--- src/rtl/pads_in_cond.sv ---
// Pad input conditioning: per-channel synchroniser, counter debounce, edge pulses
// and optional sticky edge events / irq (enabled by defining PADS_IN_COND_IRQ_EN).
module pads_in_cond #(
  parameter int              N_CH        = 4,
  parameter int              SYNC_STAGES = 2,
  parameter int              DB_CYCLES   = 16,
  parameter logic [N_CH-1:0] RST_VAL     = '0
) (
  input  logic            clk,
  input  logic            rst,
  input  logic [N_CH-1:0] pad_in,
  input  logic [N_CH-1:0] db_bypass,
  input  logic [N_CH-1:0] evt_mask,
  input  logic [N_CH-1:0] evt_clr,
  output logic [N_CH-1:0] level,
  output logic [N_CH-1:0] rise,
  output logic [N_CH-1:0] fall,
  output logic [N_CH-1:0] evt_sticky,
  output logic            irq
);

  localparam int            CW       = $clog2(DB_CYCLES + 1);
  localparam logic [CW-1:0] CNT_LAST = CW'(DB_CYCLES - 1);

  logic [N_CH-1:0] sync_q [SYNC_STAGES];
  logic [N_CH-1:0] sync_out;
  logic [CW-1:0]   cnt_q  [N_CH];
  logic [CW-1:0]   cnt_d  [N_CH];
  logic [N_CH-1:0] level_d;

  assign sync_out = sync_q[SYNC_STAGES-1];

  // NOTE: sequential state uses non-blocking assignments so every flop samples
  // pre-edge values, which is what makes the shift chain a real chain.
  always_ff @(posedge clk) begin
    if (rst) begin
      for (int k = 0; k < SYNC_STAGES; k++) sync_q[k] <= RST_VAL;
    end else begin
      sync_q[0] <= pad_in;
      for (int k = 1; k < SYNC_STAGES; k++) sync_q[k] <= sync_q[k-1];
    end
  end

  // NOTE: every combinational output gets a default first so no path leaves it
  // unassigned, which would otherwise infer a latch.
  always_comb begin
    level_d = level;
    for (int i = 0; i < N_CH; i++) begin
      cnt_d[i] = '0;
      if (db_bypass[i]) begin
        level_d[i] = sync_out[i];
      end else if (sync_out[i] != level[i]) begin
        if (cnt_q[i] == CNT_LAST) level_d[i] = sync_out[i];
        else                      cnt_d[i]   = cnt_q[i] + CW'(1);
      end
    end
  end

  // Edge pulses come from the next-state compare so they line up with level.
  always_ff @(posedge clk) begin
    if (rst) begin
      level <= RST_VAL;
      rise  <= '0;
      fall  <= '0;
      for (int i = 0; i < N_CH; i++) cnt_q[i] <= '0;
    end else begin
      level <= level_d;
      rise  <= level_d & ~level;
      fall  <= ~level_d & level;
      for (int i = 0; i < N_CH; i++) cnt_q[i] <= cnt_d[i];
    end
  end

`ifdef PADS_IN_COND_IRQ_EN
  // A new event wins over a clear arriving in the same cycle.
  always_ff @(posedge clk) begin
    if (rst) begin
      evt_sticky <= '0;
      irq        <= 1'b0;
    end else begin
      evt_sticky <= (evt_sticky & ~evt_clr) | ((rise | fall) & evt_mask);
      irq        <= |evt_sticky;
    end
  end
`else
  logic unused_evt;
  assign unused_evt = ^{evt_mask, evt_clr};
  assign evt_sticky = '0;
  assign irq        = 1'b0;
`endif

endmodule

--- config.mk ---
export PLATFORM = sky130hd
export DESIGN_NAME = pads_in_cond
export DESIGN_NICKNAME = d
export VERILOG_FILES = /design/src/rtl/pads_in_cond.sv
export SDC_FILE = /design/constraint.sdc
export NUM_CORES = 1
export LEC_CHECK = 0
export CAP_MARGIN = 20
export CORE_ASPECT_RATIO = 0.9
export CORE_MARGIN = 1
export CORE_UTILIZATION = 43
export CTS_CLUSTER_SIZE = 25
export DETAILED_ROUTE_END_ITERATION = 7
export GPL_TIMING_DRIVEN = 0
export PLACE_DENSITY = 0.82
export SLEW_MARGIN = 20
export SYNTH_ARGS = -nofsm -noshare
export SYNTH_HDL_FRONTEND = slang
export SYNTH_SLANG_ARGS = --single-unit
--- constraint.sdc ---
create_clock -name clk -period 1.4 [get_ports clk]
set_clock_uncertainty 0.15 [all_clocks]
set_input_delay 0.14 -clock clk [delete_from_list [all_inputs] [get_ports clk]]
set_output_delay 0.14 -clock clk [all_outputs]
set_load 0.005 [all_outputs]
### After elaboration in Yosys (flattened, before gate mapping)

Memory sizes are Yosys's and may differ from the RTL's.
Cells that the tools add are included.

| cells by class | value |
|---|---|
| $add $sub $neg | 4 |
| eq/ne operators | 8 |
| mux-type cells | 33 |
| bitwise gates (word level) | 10 |

Operators with widths:

| kind | count |
|---|---|
| 5-bit 2-to-1 mux | 16 |
| 5-bit by 1-bit adder with 5-bit output, second input constant | 4 |
| 5-bit by 4-bit == test with 1-bit output, second input constant | 4 |
| 1-bit 2-to-1 mux | 15 |
| 4-bit AND | 2 |
| 4-bit 2-to-1 mux | 2 |
| 4-bit NOT | 2 |
| 1-bit OR | 6 |
| 1-bit inequality test | 4 |

| word-level totals | value |
|---|---|
| register bits after elaboration | 12 |
| bits in writable memories | 28 |
| input bits | 18 |
| output and inout port bits | 17 |
| memories kept | 2 |

Memory list:

| name | words | bits a word | rd ports | clocked after memory_dff | wr ports | RTL line | text |
|---|---|---|---|---|---|---|---|
| cnt_q | 4 | 5 | 4 | 0 | 4 | 27 | `logic [CW-1:0] cnt_q [N_CH];` |
| sync_q | 2 | 4 | 2 | 0 | 2 | 25 | `logic [N_CH-1:0] sync_q [SYNC_STAGES];` |

### Logic depth before layout (Yosys ltp)

An unclocked memory read counts as a cell.

| depth | value |
|---|---|
| depth after elaboration | 7 |
| depth in mapped cells | 6 |
| gate-level depth less buffers | 6 |

### Worst setup path before layout

Ideal clock, no wire load.

| timing | value |
|---|---|
| path type | register -> register |
| from | mem cnt_q[1][0] in the netlist's numbering |
| to | mem cnt_q[1][2] in the netlist's numbering |
| library setup time | 64 ps |
| data arrival time | 1265 ps |
| slack | -80 ps |
| stages on the path, launching flop included | 7 |
| path buffers | 0 |
| clock period less this slack | 1480 ps |
| cell sequence | dfxtp_1 ha_1 and3_1 ha_1 nor2_2 nand3b_2 nor2_1 |

RTL lines:

| element | RTL line |
|---|---|
| start: declaration | 27 |

==> impl_metrics.env <==
export IMPL_fin_area_um2=2240
export IMPL_hold_ws_ns=0.253
export IMPL_fin_util_pct=71.5
export IMPL_hold_viol_final=0
export IMPL_maxCapViolCount=0
export IMPL_clk_path_buf_depth=2
export IMPL_fmax_mhz=693
export IMPL_area_delta_synth_final_pct=53.0
export IMPL_grt_busiest_layer="met2"
export IMPL_design_core_area_um2=3140
export IMPL_dr_first_iter_drc_count=19
export IMPL_synth_seq_cells=40
export IMPL_diodes=0
export IMPL_outcome="finished, violations left"
export IMPL_final_cells=229
export IMPL_drt_wl_total_mm=2.89
export IMPL_worstPathMaxFanout=5
export IMPL_synth_ff_type="dfxtp_1"
export IMPL_drc=0
export IMPL_die_y_um=57.4
export IMPL_yosys_top_cells_area="dfxtp_1 55%, ha_1 6.8%, nor2_1 5.1%"
export IMPL_initial_core_util_pct=46.7
export IMPL_setup_viol=25
export IMPL_slew_viol_final=0
export IMPL_use_met1_pct=14.7
export IMPL_cp_cell_sequence="ha_4, and3_4, ha_4, nor2_4, nand3b_4, nor2_1"
export IMPL_grtUsageMet2_pct=35.9
export IMPL_synth_area_per_cell_um2=10.5
export IMPL_dp_hpwl_mm=1.85
export IMPL_cts_tree="built"
export IMPL_drt_wirelength_per_cell_um=12.6
export IMPL_ys_async_sr_fraction_pct=0
export IMPL_drt_pass1_iter_count=3
export IMPL_layout_drive_gt1_share_pct=42.2
export IMPL_cts_sinks=40
export IMPL_die_area_um2=3650
export IMPL_numPortBuffers=21
export IMPL_grt_max_degree=12
export IMPL_dp_cells=207
export IMPL_grt_antenna_before_repair=0
export IMPL_routed_via_density=4.56
export IMPL_peakVddDrop_mv=0.906
export IMPL_fin_ws_ns=-0.0423
export IMPL_postPlaceCellArea_um2=1810
export IMPL_clk_pin_slew_worst_paths_ns=0.07
export IMPL_critPathKind="reg2reg"
export IMPL_yosysTopAreaCell="dfxtp_1"
export IMPL_rsz0062_at_grt="yes"
export IMPL_netlist_cell_type_count=18
export IMPL_slowest_stage="dfxtp_2"
export IMPL_power_leakage_nw=1.00
export IMPL_cp_arrival_ns=1.52
export IMPL_crit_path_frequent_cell="ha_4"
export IMPL_io_pins=35
export IMPL_finalNetCount=212
export IMPL_required_ns=1.48
export IMPL_cts_made_buffers=5
export IMPL_synth_top_area_share_pct=54.7
export IMPL_clock_latency_ns=0.29
export IMPL_dr_total_vias=1045
export IMPL_syn_area_um2=1470
export IMPL_synthCells=140
export IMPL_yosysSeqAreaShare_pct=54.7
export IMPL_place_gp_congestion=0.689
export IMPL_period_needed_ns=1.44
export IMPL_setup_tns_ns=-0.514
export IMPL_grt_pass1_wl_mm=4.75
export IMPL_die_width_um=63.5
export IMPL_htreeDepth=2
export IMPL_grtUsageMet3_pct=7.80
export IMPL_slowest_delay_ns=0.34
export IMPL_p_per_area_nw_per_um2=932
export IMPL_core_rowCount=19
export IMPL_violations="setup timing"
export IMPL_start_kind="flop"
export IMPL_grt_ovfl_total=0
export IMPL_ant_nets=0
export IMPL_root_buffer="clkbuf_8"
export IMPL_synth_common_cells="40 x dfxtp_1, 20 x nor2_1"
export IMPL_synth_most_common_cell="dfxtp_1"
export IMPL_yosysWarningCount=0
export IMPL_crit_path_end_kind="flop"
export IMPL_synth_edf_count=0
export IMPL_fin_crit_sh_pct=103
export IMPL_grt_pass1_vias=1129
export IMPL_grt_usage_pct=17.9
export IMPL_hold_path_class="in2reg"
==> final timing paths <==
kind / startpoint / cells after the start / end / slack, ns
min reg2reg: sync_q[0][0] / 1 / sync_q[0][4] / 0.29
max reg2reg: cnt_q[2][1] / 6 / cnt_q[2][4] / -0.04
min: pad_in[0] / 2 / sync_q[0][0] / 0.25
max: cnt_q[2][1] / 6 / cnt_q[2][4] / -0.04
==> worst max-delay path, delay by kind of cell, from the launching register on <==
kind | cells | cell delay, ns
AND/OR/NAND/NOR | 4 | 0.56
flip-flops | 1 | 0.34
adder cells (fa/ha/maj) | 2 | 0.32
==> flip-flops by register name (all words and copies together) (netlist names) <==
register,count
fall,4
rise,4
cnt_q,20
sync_q,8
level,4
==> layer usage <==
layer	up-vias	wire length, um
met3	8	155
met4	0	70
met2	23	1620
met5	-	0
met1	476	1050
li1	538	-
==> placed cells by master, fill, tap and decap left out <==
cell,netlist,final
buf_4,5,18
buf_6,2,3
nor4b_1,8,2
nor4b_2,0,4
dfxtp_2,0,9
nand3b_4,0,4
clkdlybuf4s50_1,0,9
a21oi_2,0,4
nor2_2,4,10
xnor2_1,4,4
nor2_4,0,4
dlymetal6s2s_1,0,6
dlygate4sd2_1,0,6
and3_4,0,4
nand2_1,4,4
conb_1,1,5
clkbuf_1,0,2
xor2_1,8,8
nand3_1,4,4
nor2b_1,8,8
o21ai_0,4,3
nor2_1,20,10
dfxtp_1,40,28
dfxtp_4,0,3
ha_4,0,8
o21ai_1,0,1
inv_1,8,8
nor4b_4,0,2
clkbuf_8,0,6
==> metrics by stage <==
stage | worst slack, ns | total power, mW
3_3_place_gp | -0.0786 | 1.31
5_1_grt | -0.101 | 2.18
4_1_cts | -0.0633 | 2.11
2_1_floorplan | 0.00473 | 1.27
6_report | -0.0423 | 2.09
3_5_place_dp | -0.136 | 1.32
==> kinds of logic (layout without fill, tap and decap cells) <==
logic type,count (synthesis),in the layout,share of synthesized area [%]
simple gates,56,56,22.2
flops,40,40,54.7
buf+inv,15,58,6.15
xor+xnor,12,12,7.17
fa+ha+maj,8,8,6.83
compound gates,8,8,2.73
other cells,1,5,0.256
==> report_power, final <==
group / internal, mW / switching (mW)
clock network: 0.401 / 0.369
registers: 1.15 / 0.0140
logic: 0.0853 / 0.0668
==> layout make-up <==
class	count	area, um^2
plain buffers	7	60.1
clock buffers	8	90.1
fillers	249	896
inverters	8	30.0
multi-input cells	89	860
flip-flops and latches	40	823
well taps	42	52.6
repair buffers	35	327
==> timing repair <==
item / 4_1_cts / 5_1_grt
hold buffers: 0 / 0
setup endpoints to repair: 38 / 36
resized for setup: 47 / 19
pin swaps: 24 / 8
buffers inserted: 12 / 2
(Power assumes the default switching activity.)
